`src/rtl/decode_sequencer.sv`:
```
// decode_sequencer: orders redirect restarts (prefetch reset, then held decode
// reset, then refill) and folds sticky decode faults into one exception request.
module decode_sequencer #(
  parameter int unsigned FLUSH_CYCLES = 2,
  parameter logic [31:0] RESET_EIP    = 32'h0000FFF0
) (
  input  logic        clk,
  input  logic        rst_n,
  input  logic        flush_req,
  input  logic [31:0] flush_eip,
  output logic        flush_ack,
  output logic        pr_reset,
  output logic [31:0] prefetch_eip,
  output logic        dec_reset,
  input  logic [3:0]  fetch_valid,
  input  logic        dec_ready,
  input  logic [31:0] eip,
  input  logic        dec_gp_fault,
  input  logic        dec_ud_fault,
  input  logic        dec_pf_fault,
  output logic        exc_req,
  output logic [7:0]  exc_vector,
  output logic [31:0] exc_eip,
  input  logic        exc_ack,
  output logic        seq_busy,
  output logic [31:0] dec_instr_count
);

  typedef enum logic [2:0] {
    S_RUN,
    S_FLUSH,
    S_REFILL,
    S_FAULT,
    S_PARKED
  } state_e;

  localparam logic [3:0] FCNT_INIT = 4'(FLUSH_CYCLES - 1);
  localparam logic [7:0] VEC_PF    = 8'd14;
  localparam logic [7:0] VEC_GP    = 8'd13;
  localparam logic [7:0] VEC_UD    = 8'd6;

  state_e      state_q, state_d;
  logic [3:0]  fcnt_q, fcnt_d;
  logic [31:0] prefetch_eip_q, prefetch_eip_d;
  logic        pr_reset_q, pr_reset_d;
  logic        flush_ack_q, flush_ack_d;
  logic        dec_reset_q, dec_reset_d;
  logic        exc_req_q, exc_req_d;
  logic [7:0]  exc_vector_q, exc_vector_d;
  logic [31:0] exc_eip_q, exc_eip_d;
  logic        seq_busy_q, seq_busy_d;
  logic [31:0] cnt_q, cnt_d;

  logic        fault_any;
  logic [7:0]  fault_vec;

  assign fault_any = dec_gp_fault | dec_ud_fault | dec_pf_fault;

  // Several faults may be sticky at once; PF outranks GP outranks UD.
  always_comb begin
    fault_vec = VEC_UD;
    if (dec_pf_fault) begin
      fault_vec = VEC_PF;
    end else if (dec_gp_fault) begin
      fault_vec = VEC_GP;
    end
  end

  always_comb begin
    state_d        = state_q;
    fcnt_d         = fcnt_q;
    prefetch_eip_d = prefetch_eip_q;
    pr_reset_d     = 1'b0;
    flush_ack_d    = 1'b0;
    dec_reset_d    = 1'b0;
    exc_req_d      = exc_req_q;
    exc_vector_d   = exc_vector_q;
    exc_eip_d      = exc_eip_q;

    if (flush_req) begin
      state_d        = S_FLUSH;
      fcnt_d         = FCNT_INIT;
      prefetch_eip_d = flush_eip;
      pr_reset_d     = 1'b1;
      flush_ack_d    = 1'b1;
      dec_reset_d    = 1'b1;
      exc_req_d      = 1'b0;
    end else begin
      unique case (state_q)
        S_FLUSH: begin
          if (fcnt_q == 4'd0) begin
            state_d = S_REFILL;
          end else begin
            fcnt_d      = fcnt_q - 4'd1;
            dec_reset_d = 1'b1;
          end
        end
        S_REFILL, S_RUN: begin
          if (fault_any) begin
            state_d      = S_FAULT;
            exc_req_d    = 1'b1;
            exc_vector_d = fault_vec;
            exc_eip_d    = eip;
          end else if (state_q == S_REFILL &&
                       fetch_valid != 4'd0) begin
            state_d = S_RUN;
          end
        end
        S_FAULT: begin
          if (exc_ack) begin
            state_d   = S_PARKED;
            exc_req_d = 1'b0;
          end
        end
        S_PARKED: begin
          state_d = S_PARKED;
        end
        default: begin
          state_d = S_RUN;
        end
      endcase
    end

    seq_busy_d = (state_d != S_RUN);
  end

  // Counting depends only on the current state, so a flush accepted this
  // cycle does not swallow an instruction decode already emitted.
  always_comb begin
    cnt_d = cnt_q;
    if (dec_ready &&
        (state_q == S_RUN || state_q == S_REFILL)) begin
      cnt_d = cnt_q + 32'd1;
    end
  end

  always_ff @(posedge clk or negedge rst_n) begin
    if (!rst_n) begin
      state_q        <= S_RUN;
      fcnt_q         <= 4'd0;
      prefetch_eip_q <= RESET_EIP;
      pr_reset_q     <= 1'b0;
      flush_ack_q    <= 1'b0;
      dec_reset_q    <= 1'b0;
      exc_req_q      <= 1'b0;
      exc_vector_q   <= 8'd0;
      exc_eip_q      <= 32'd0;
      seq_busy_q     <= 1'b0;
      cnt_q          <= 32'd0;
    end else begin
      state_q        <= state_d;
      fcnt_q         <= fcnt_d;
      prefetch_eip_q <= prefetch_eip_d;
      pr_reset_q     <= pr_reset_d;
      flush_ack_q    <= flush_ack_d;
      dec_reset_q    <= dec_reset_d;
      exc_req_q      <= exc_req_d;
      exc_vector_q   <= exc_vector_d;
      exc_eip_q      <= exc_eip_d;
      seq_busy_q     <= seq_busy_d;
      cnt_q          <= cnt_d;
    end
  end

  assign flush_ack       = flush_ack_q;
  assign pr_reset        = pr_reset_q;
  assign prefetch_eip    = prefetch_eip_q;
  assign dec_reset       = dec_reset_q;
  assign exc_req         = exc_req_q;
  assign exc_vector      = exc_vector_q;
  assign exc_eip         = exc_eip_q;
  assign seq_busy        = seq_busy_q;
  assign dec_instr_count = cnt_q;

endmodule

```
`config.mk`:
```
export PLATFORM = sky130hd
export DESIGN_NAME = decode_sequencer
export DESIGN_NICKNAME = d
export VERILOG_FILES = /design/src/rtl/decode_sequencer.sv
export SDC_FILE = /design/constraint.sdc
export NUM_CORES = 1
export LEC_CHECK = 0
export ABC_AREA = 0
export ABC_CLOCK_PERIOD_IN_PS = 5500
export BUFFER_PORTS_ARGS = -buffer_cell sky130_fd_sc_hd__buf_4
export CAP_MARGIN = 40
export CORE_MARGIN = 1.5
export CORE_UTILIZATION = 40
export CTS_BUF_LIST = sky130_fd_sc_hd__clkbuf_4
export DETAILED_ROUTE_END_ITERATION = 6
export PLACE_DENSITY = 0.77
export SLEW_MARGIN = 0
export SYNTH_ARGS = -nofsm -noshare
export SYNTH_HDL_FRONTEND = slang
export SYNTH_SLANG_ARGS = --single-unit
export TNS_END_PERCENT = 10
```
`constraint.sdc`:
```
create_clock -name clk -period 5.5 [get_ports clk]
set_input_delay 0.55 -clock clk [delete_from_list [all_inputs] [get_ports clk]]
set_output_delay 0.55 -clock clk [all_outputs]
set_load 0.01 [all_outputs]
```
=== Yosys cells after proc, flatten, opt, wreduce, memory -nomap -nowiden ===
Cells that the tools add are included.

* Flip-flop bits (word level): 115
* Bits in latches: 0
* Bits in writable memories: 0
* Memory bits (read-only): 0
* Input bits: 76
* Memories kept: 0

* Add/subtract/negate cells: 2
* $mul: 0
* Div/mod/pow operators: 0
* $lt $le $gt $ge: 0
* Equal/unequal tests: 7
* Shifts and indexed selects: 0
* Mux-type cells: 19
* Bitwise operators: 3
* Reduce and logical (&&, ||, !) cells: 13

{| class="wikitable"
|+ Operators by type and width
! kind !! number
|-
| $add A32 B1 Y32 const B || 1
|-
| $mux W4 || 4
|-
| $mux W3 || 5
|-
| $pmux W3 S4 || 1
|-
| $mux W8 || 1
|-
| $mux W1 || 7
|-
| $eq A3 B2 Y1 const B || 2
|-
| $ne A3 B3 Y1 const B || 2
|-
| $reduce_and A3 Y1 || 2
|-
| $reduce_bool A3 Y1 || 2
|-
| $logic_not A4 Y1 || 1
|-
| $reduce_bool A4 Y1 || 1
|-
| $sub A4 B1 Y4 const B || 1
|-
| $eq A3 B1 Y1 const B || 1
|-
| $eq A3 B3 Y1 const B || 1
|-
| $logic_not A3 Y1 || 1
|-
| $logic_and A1 B1 Y1 || 2
|-
| $ne A2 B2 Y1 const B || 1
|-
| $or A1 B1 Y1 || 2
|-
| $pmux W1 S2 || 1
|-
| $reduce_and A2 Y1 || 1
|-
| $reduce_bool A2 Y1 || 1
|-
| $reduce_or A2 Y1 || 1
|-
| $logic_or A1 B1 Y1 || 1
|-
| $not A1 Y1 || 1
|}

=== Longest topological paths before layout ===
Gate-level depths: netlist (run 1).

* Depth in word-level cells: 7
* Gate-level depth with buffers: 6

=== Least setup slack after synthesis (run 1) ===
Ideal clock, no wire load.

* Kind: input to register
* Start point: input port dec_ready
* End point: register cnt_q[25], in the netlist dec_instr_count[25]
* Data arrival time: 1.722 ns
* Data required time: 5.374 ns
* Setup slack: 3.652 ns
* Stages on the path: 5
* Path buffers: 1
* Cell sequence: or3b_1 > buf_6 > nor4_4 > nand4_1 > xnor2_1

* Word-level cells in the longest chain between the ends: 1

{| class="wikitable"
|+ Ends and longest elaborated chain
! what !! RTL line !! source
|-
| start: declaration || 16 || <nowiki>input logic dec_ready,</nowiki>
|-
| $logic_and A1 B1 Y1 || 131 || <nowiki>if (dec_ready &&</nowiki>
|-
| end signal: assignment || 161 || <nowiki>cnt_q <= cnt_d;</nowiki>
|-
| end: declaration || 52 || <nowiki>logic [31:0] cnt_q, cnt_d;</nowiki>
|}

No other way between the ends.
A chain may end at the register's enable or synchronous reset.

=== Final worst setup path (run 1) ===
* Start point: register cnt_q[0], in the netlist dec_instr_count[0]
* End point: register cnt_q[30], in the netlist dec_instr_count[30]

* Word-level cells in the longest chain between the ends: 1

{| class="wikitable"
|+ Ends and longest elaborated chain
! what !! RTL line !! source
|-
| $add A32 B1 Y32 || 133 || <nowiki>cnt_d = cnt_q + 32'd1;</nowiki>
|}

No other way between the ends.

==> results of run 1 <==
routing by layer:
layer	part of all wire [%]	wire, um
met1	42	4115
met2	48	4730
met3	9.0	892
met4	1.7	165
met5	0	0
worst max-delay path by stage:
stage                       start             endpoint  slack (ns)
2_1_floorplan           dec_ready  dec_instr_count[25]        3.65
5_1_grt        dec_instr_count[0]  dec_instr_count[28]        3.11
4_1_cts        dec_instr_count[0]  dec_instr_count[30]        3.30
3_3_place_gp            flush_req           exc_eip[0]        2.60
6_report       dec_instr_count[0]  dec_instr_count[30]        3.32
3_5_place_dp            flush_req          exc_eip[19]        3.15
where the power goes:
| part | switching (mW) | total [mW] | internal (mW) |
|---|---|---|---|
| registers | 0.137 | 1.15 | 1.02 |
| clock network | 0.245 | 0.356 | 0.111 |
| logic | 0.327 | 0.771 | 0.444 |
| total | 0.709 | 2.28 | 1.57 |
area by class of cell:
| class | count | area, um^2 | area share [%] |
|---|---|---|---|
| Sequential cell | 111 | 2793 | 45.30 |
| Multi-Input combinational cell | 207 | 1694 | 27.48 |
| Timing Repair Buffer | 183 | 1374 | 22.29 |
| Tap cell | 140 | 175.2 | 2.841 |
| Clock buffer | 13 | 97.59 | 1.583 |
| Inverter | 5 | 18.77 | 0.3044 |
| Clock inverter | 3 | 12.51 | 0.2030 |
cell usage after synthesis, drive strengths merged:
| cell type | n |
|---|---|
| nor3 | 5 |
| conb | 1 |
| and2 | 3 |
| nand2b | 2 |
| and4bb | 1 |
| and3 | 7 |
| nor4 | 6 |
| ha | 3 |
| a41oi | 1 |
| nor2b | 1 |
| a311oi | 1 |
| nand4bb | 2 |
| nand3 | 19 |
| a21o | 1 |
| nand2 | 14 |
| nor3b | 1 |
| dfrtp | 99 |
| xnor2 | 27 |
| nand4 | 11 |
| and2b | 1 |
| inv | 5 |
| and4 | 1 |
| mux2 | 65 |
| clkbuf | 2 |
| buf | 13 |
| and3b | 1 |
| nor2 | 14 |
| dfstp | 12 |
| or3b | 2 |
| or2 | 2 |
| a21oi | 4 |
| xor2 | 7 |
| a211oi | 1 |
kinds of logic after synthesis:
kind of cell,count (synthesis),share of synthesized area (%)
AOI/OAI and AO/OA,8,1.149
xor gates and xnor gates,34,6.510
adders and majority gates,3,0.8207
buffers and inverters,20,2.298
DFF,111,61.05
muxes,65,16.00
other,1,0.08198
and+or+nand+nor,93,12.09
sequential cells by signal, summed over array words and instances (netlist names):
name and flops:
dec_reset 1, dec_instr_count 32, exc_req 1, exc_eip 32, seq_busy 1, exc_vector 4, state_q 3, prefetch_eip 32
fcnt_q 4, flush_ack 1
critical path: cells and delay by family, from the launching register on:
| family | cells | cell delay (ns) |
|---|---|---|
| adders and majority gates | 1 | 0.20 |
| xor gates and xnor gates | 1 | 0.17 |
| DFF | 1 | 0.48 |
| and+or+nand+nor | 3 | 1.24 |
per-stage QoR:
step	hold slack, ns	utilization, %
after floorplan	0.2544	-
after global routing	0.1073	56.13
after global placement	0.4631	55.06
final	0.09406	56.13
after CTS	0.06986	56.13
after detailed placement	0.4736	55.13
==> results summary, run 1 <==
The number of antenna violations at the first check in global routing came out at 0. The pin count of the biggest net entering global routing came out at 62. The height of the chip is 109.9 um. The synthesized netlist cell count is 335. The total number of clock tree sinks came out at 111. By area the synthesized netlist is led by sky130_fd_sc_hd__dfrtp_1, sky130_fd_sc_hd__mux2_2, sky130_fd_sc_hd__dfstp_2.

The die area is 12090 um^2. In this run the count of I/O pins placed on the die edge is 185. The worst setup path is launched from a register. The total number of nets in the final design came out at 596.

The number of rows in the core area is 38. On the critical path, the stage with the largest delay is an instance of sky130_fd_sc_hd__nor4_2. The sequential fraction of the synthesis area came out at 61.05%. The layout has 917 filler cells. The detailed-placement wirelength estimate is 7415 um. The number of global-route vias before repair came out at 3214. The layout cell share with drive strength beyond 1 is 54.21%. The total vias in the final route came out at 3274. The global routing met1 resource utilization is 20.11%. Timing analysis after detailed placement gives a worst setup slack of 3.147 ns. The relative max-transition margin came out at 46.97%. For the worst flop-to-flop path, the logic depth is 5. The total number of H-tree levels came out at 3. The worst voltage drop across the vdd grid is 0.2306 mV. After detailed placement, the design holds a cell count of 646. Hold repair after CTS inserted 0 buffers.

The run finished with clean final reports. The clock latency reported for the late side of the worst-skew pair came out at 0.45 ns. Gates resized during post-CTS repair numbered 0. The post-placement cell area came out at 6055 um^2. The count of port buffers added during placement came out at 180. The period utilization is 39.59%.

The cell area power density came out at 370.0 nW/um^2. The final clock skew came out at 0.01333 ns. The type of the tightest min-delay check is in -> async.

The number of hold-slack violations in the final timing report came out at 0. The number of pins exceeding their max-slew limit in the final report came out at 0. The initial core utilization is 41.65%.

The clock transition at the register clock pins on the worst setup and hold paths after CTS is 0.15 ns. The required arrival time at the worst endpoint came out at 5.86 ns. The number of antenna diodes in the final layout is 0. The slack of the critical path is 3.322 ns. The detailed-router iteration count before antenna repair is 4. Global routing used 4.624% of the available met3 tracks. The launch point of the worst reg-to-reg path is dec_instr_count[0].

The post-CTS repair timing setup buffer count is 0. STA classifies the critical path endpoint as a register. The largest total area in the synthesized netlist belongs to sky130_fd_sc_hd__dfrtp_1.

The critical path data arrival time is 2.54 ns. The area of the core came out at 10980 um^2. For this run, global-route usage on met2 was measured as 27.68%. The wire length of the first global-routing pass came out at 15280 um. The detail route stage leaves a number of antenna-violating nets equal to 0. The signal on the critical path passes through ha_1, nand4bb_1, nor4_2, nand4_1, xnor2_1. The final non-filler cell total came out at 662. The post-route DRC violation count is 0. The synthesized area per cell is 13.65 um^2. The cell area after layout is 6165 um^2. The cell sitting at the root of the clock tree is a sky130_fd_sc_hd__clkbuf_4. For this block, the initial DRC count from the detailed router was 99. The sum of negative setup slack is 0 ns. The register-to-register path setup slack came out at 3.32 ns.

The slew of the pin with the lowest slew margin is 0.7889 ns. Setup repair after global routing left no endpoint under its margin. The placer congestion estimate is 0.7392.

The share of the synthesized area in the top cell type is 54.16%. The highest achievable clock rate is 0.4592 GHz. The maximum count of clock buffers along a single path is 2. The post-synth design cell area is 4574 um^2. Leaving out fill and tap cells, the most frequent cells in the layout are sky130_fd_sc_hd__buf_4, sky130_fd_sc_hd__dfrtp_1, sky130_fd_sc_hd__mux2_2, sky130_fd_sc_hd__xnor2_1, sky130_fd_sc_hd__nand3_1. The flop and latch count out of synthesis came out at 111.

The number of distinct library cell variants in the gate-level netlist after synthesis is 39. The total wire length after detailed routing came out at 9904 um. The TritonCTS buffer count is 9. The overall power of the completed layout is 2.281 mW. The average via count per standard cell is 4.946. Leaving out fill and tap cells, the most frequent cell in the layout is sky130_fd_sc_hd__buf_4. The TritonCTS clock tree is done.

The endpoint identified for the worst register-to-register timing path is dec_instr_count[30]. The final critical-path required period came out at 2.178 ns. The global-route congestion overflow total came out at 0. The global routing's busiest layer is met2. The leakage power figure is 2.915 nW. The detailed-route wire length per cell came out at 14.96 um.

The critical path start-end classification is reg -> reg. The x dimension of the die is 109.9 um. Setup violations remaining at the end of the flow were counted as 0.

The maximum fanout count along the critical path came out at 7. On the worst path, the slowest cell contributes a delay of 0.73 ns. Across every metal layer, demand over resource in global routing totals 16.54%. The number of violations of the max-capacitance limit came out at 0. The warning count from the yosys run came out at 0. The area growth from synthesis to layout is 34.76%.
No activity file was read; power rests on OpenSTA's default activity.
==> run 2, diff against run 1 <==
--- a/config.mk
+++ b/config.mk
@@ -5,15 +5,15 @@
 export SDC_FILE = /design/constraint.sdc
 export NUM_CORES = 1
 export LEC_CHECK = 0
-export ABC_AREA = 0
-export ABC_CLOCK_PERIOD_IN_PS = 5500
+export ABC_AREA = 1
+export ABC_CLOCK_PERIOD_IN_PS = 1700
 export BUFFER_PORTS_ARGS = -buffer_cell sky130_fd_sc_hd__buf_4
 export CAP_MARGIN = 40
 export CORE_MARGIN = 1.5
 export CORE_UTILIZATION = 40
 export CTS_BUF_LIST = sky130_fd_sc_hd__clkbuf_4
 export DETAILED_ROUTE_END_ITERATION = 6
-export PLACE_DENSITY = 0.77
+export PLACE_DENSITY = 0.78
 export SLEW_MARGIN = 0
 export SYNTH_ARGS = -nofsm -noshare
 export SYNTH_HDL_FRONTEND = slang
==> constraint.sdc (replaced) <==
create_clock -name clk -period 1.7 [get_ports clk]
set_input_delay 0.17 -clock clk [delete_from_list [all_inputs] [get_ports clk]]
set_output_delay 0.17 -clock clk [all_outputs]
set_load 0.01 [all_outputs]
==> run 2 against run 1 <==
Compared with the run above:
- routed wire length is 41% higher
- hold slack worse by 0.038 ns
- clock skew hardly changed
- via count is 49% higher
- count of clock-buffer cells in the layout is 4 lower
- critical path depth is 3 higher
- power grew to 3.3 times the previous value
- cell count is 63% higher
- combinational power grew to 3.4 times the previous value
- sequential cell count stayed put
- maximum frequency is 42% higher
- critical path type unchanged
==> results summary, run 2 <==
Headroom to the max-slew limit came out at 61.13%. The detailed-router iteration count before antenna repair is 4. The flow ran to the end, and the final reports show no timing, DRC or antenna violations. Summing the sequential cell areas from Yosys gives 54.29% of the chip area. Setup violations remaining at the end of the flow were counted as 0. The commonest cells after synthesis are sky130_fd_sc_hd__nand2_1, sky130_fd_sc_hd__dfrtp_1, sky130_fd_sc_hd__inv_1.

The critical path buffer and inverter count is 1. The DRC violation total after the first TritonRoute iteration is 233. In this run the remaining antenna-violating nets after routing total 0.

The share of synthesized area in the top cell type comes to 48.16%. Traced cell by cell, the critical path runs through nor2_4, nand2_4, clkinv_2, nand2_1, nor2_4, nand3_1, nand2_1, nand2_1. At the pin with the least slew margin, the transition time is 0.5822 ns. The final critical-path required period came out at 1.530 ns. The overall fraction of global-route tracks in use came out at 21.62%. For the worst-skew pair, the clock arrives at the later sink with an insertion delay of 0.47 ns. The congestion estimate from routability-driven global placement came to 0.8272. On the critical path the largest part of the delay comes from simple AND/OR/NAND/NOR gates. STA classifies the critical path endpoint as a register.

The worst-case IR drop observed on VDD is 0.6655 mV. The final clock skew came out at 0.01314 ns. TritonCTS built the clock tree.

The total area of multi-input combinational cells is 2057 um^2. The initial utilization of the core area, before any placement, comes to 40.93%. The met2 usage came out at 37.45%. The number of pins exceeding their max-slew limit in the final report is 0. The count of port buffers added during placement came out at 180. The Yosys step of the flow raised 0 warnings. The number of hold-slack violations in the final timing report is 0. The total number of H-tree levels came out at 3. Of all nets on the critical path, the largest fanout is 14. The fill cell total of the finished layout came out at 1060. The type of the tightest min-delay check is in -> reg. Global routing finished with a remaining overflow of 0.

In the global route stage, met3 resource usage came out at 5.086%. The cell area power density came out at 1012 nW/um^2. The critical path start-end classification is reg -> reg. The wire length of the first global-routing pass came out at 22730 um.

185 I/O pins were placed. The critical path's largest stage delay is 0.47 ns. Synthesis produced 649 cells.

The critical path data arrival time is 1.90 ns. Among all cell types in the netlist, the one instantiated most often is sky130_fd_sc_hd__nand2_1. The number of violations of the max-capacitance limit came out at 0.

Counting the buffers created by CTS gives 9. The required arrival time at the worst endpoint is 2.07 ns. The buffer cell driving the clock tree root is sky130_fd_sc_hd__clkbuf_4.

The detailed router placed 4885 vias in this run. The number of enable-type register cells in the synthesized netlist came out at 0. The pre-CTS setup slack came out at 0.1840 ns. Leaving out fill and tap cells, the most frequent cell in the layout is sky130_fd_sc_hd__nand2_1. The flop and latch count out of synthesis is 111. met2 is the most crowded layer. The layout cell share with drive strength beyond 1 came out at 26.30%.

The die area came out at 13550 um^2. For this design the static power due to leakage is 3.964 nW. From bottom edge to top edge, the die measures 116.4 um.

In the layout the commonest cells are sky130_fd_sc_hd__nand2_1, sky130_fd_sc_hd__buf_4, sky130_fd_sc_hd__dfrtp_1, sky130_fd_sc_hd__dlygate4sd3_1, sky130_fd_sc_hd__inv_1. Dividing the detail-routed wire length by the instance count gives 12.95 um. The maximum count of clock buffers along a single path is 2.

In the routed design, unresolved DRC markers number 0. The slack of the critical path is 0.1696 ns. The area of the core came out at 12570 um^2. The most used flip-flop cell after synthesis is sky130_fd_sc_hd__dfrtp_1. The synthesized area per cell is 7.926 um^2. For this run, asynchronously set or reset flops after synthesis account for 100.0%. In the post-synthesis netlist, the biggest area contributors are sky130_fd_sc_hd__dfrtp_1, sky130_fd_sc_hd__nand2_1, sky130_fd_sc_hd__dfstp_2. The clock transition at the register clock pins on the worst setup and hold paths after CTS came out at 0.17 ns. The detailed-placement wirelength estimate came out at 9421 um. For this run, the post-layout net count is 979.

The pin count of the biggest net entering global routing is 36. The global routing met1 resource utilization is 25.41%. Derived from the worst setup path, the maximum achievable clock frequency is 0.6534 GHz. Setup repair after global routing could not meet its margin everywhere. On the critical path, the stage with the largest delay is an instance of sky130_fd_sc_hd__dfrtp_2. The cell that appears most often on the critical path is sky130_fd_sc_hd__nand2_1.

The repair_antennas step left the layout with diodes totalling 0. The number of rows in the core area is 41. The number of global-route vias before repair came out at 4834. The completed layout was analyzed and its total power is 7.610 mW. Wires add up to 13950 um. The average via count per standard cell came out at 4.536.

The sequential cell area is 2794 um^2. The synthesized design spends more area on one cell type than any other, namely sky130_fd_sc_hd__dfrtp_1. The x dimension of the die is 116.4 um. The cell area that synthesis handed to floorplanning was 5144 um^2.

The area added between synthesis and finish is 46.19%. The number of antenna violations at the first check in global routing is 0. Counting every sink on the clock net gives 111. After layout, the worst path uses 90.02% of the clock period. STA classifies the critical path startpoint as a register. The netlist uses 29 different library cells.
## run 2: changes by cell type in the layout (fill, tap and decap cells not counted), moves of 10 or more
cell | before | now
sky130_fd_sc_hd__dlygate4sd3_1 | 0 | 69
sky130_fd_sc_hd__xnor2_1 | 27 | 2
sky130_fd_sc_hd__inv_1 | 5 | 49
sky130_fd_sc_hd__mux2_2 | 65 | 0
sky130_fd_sc_hd__nand2_1 | 14 | 331
sky130_fd_sc_hd__nand3_1 | 19 | 29
sky130_fd_sc_hd__nor2_1 | 14 | 47
## run 2: where the power goes
part           switching (mW)  total (mW)  internal, mW  leakage (nW)
Clock                   0.894        1.34         0.448        0.0683
Sequential              0.385        3.64          3.25          1.37
Combinational            1.38        2.63          1.26          2.53
## run 2: final timing paths
kind / start / to / slack [ns] / cells after the start
worst max register to register: state_q[2] / dec_instr_count[23] / 0.17 / 8
min in group asynchronous: rst_n / exc_eip[16] / 0.15 / 2
worst min-delay path: dec_ud_fault / state_q[0] / 0.06 / 5
max in group asynchronous: rst_n / prefetch_eip[13] / 0.90 / 3
worst max-delay path: state_q[2] / dec_instr_count[23] / 0.17 / 8
worst min register to register: prefetch_eip[15] / prefetch_eip[15] / 0.47 / 2
## run 2: tightest hold or removal path, stage by stage
cell and delay, ns:
sky130_fd_sc_hd__buf_4 0.09, sky130_fd_sc_hd__o21ai_4 0.06, sky130_fd_sc_hd__nand2_1 0.06, sky130_fd_sc_hd__inv_1 0.04
sky130_fd_sc_hd__nand3_1 0.07
## run 2: kinds of logic after synthesis
family / count (synthesis) / synth area share (%)
AND/OR/NAND/NOR: 437 / 35.10
adder cells (fa/ha/maj): 3 / 0.7298
other: 1 / 0.07290
flip-flops: 111 / 54.29
buffers and inverters: 72 / 6.081
XOR/XNOR: 16 / 2.725
AO/OA/AOI/OAI: 9 / 0.9973
## run 2: area by class of cell
| class | instances | share of cell area, % |
|---|---|---|
| clock buffer | 9 | 0.8985 |
| clock inverter | 7 | 0.9484 |
| inverter | 51 | 2.562 |
| multi-input combinational | 469 | 27.35 |
| sequential | 111 | 37.15 |
| tap | 172 | 2.862 |
| timing repair buffer | 258 | 28.22 |
## run 2: repair_timing
item,CTS,global route
buffers inserted,0,0
endpoints found under the hold margin,170,1
resized for setup,0,2
hold buffers,69,1
endpoints found under the setup margin,0,2
## run 2: per-stage QoR
stage               instance area (um^2)  utilization [%]  std cells    TNS, ns  hold slack [ns]
floorplan                           5155                -        652          0          -0.1256
global placement                    6681            53.16        992          0           0.1288
detailed placement                  6681            53.16        992          0           0.1248
CTS                                 7511            59.76       1077          0        0.0003983
global route                        7520            59.83       1077  -0.004396          0.03581
finish                              7520            59.83       1077          0          0.05648
## run 2: per-layer routing
layer  vias to the layer above  share of wire, %
li1                       2460                 -
met1                      2249                41
met2                       145                50
met3                        31               5.6
met4                         0               2.9
met5                         -                 0
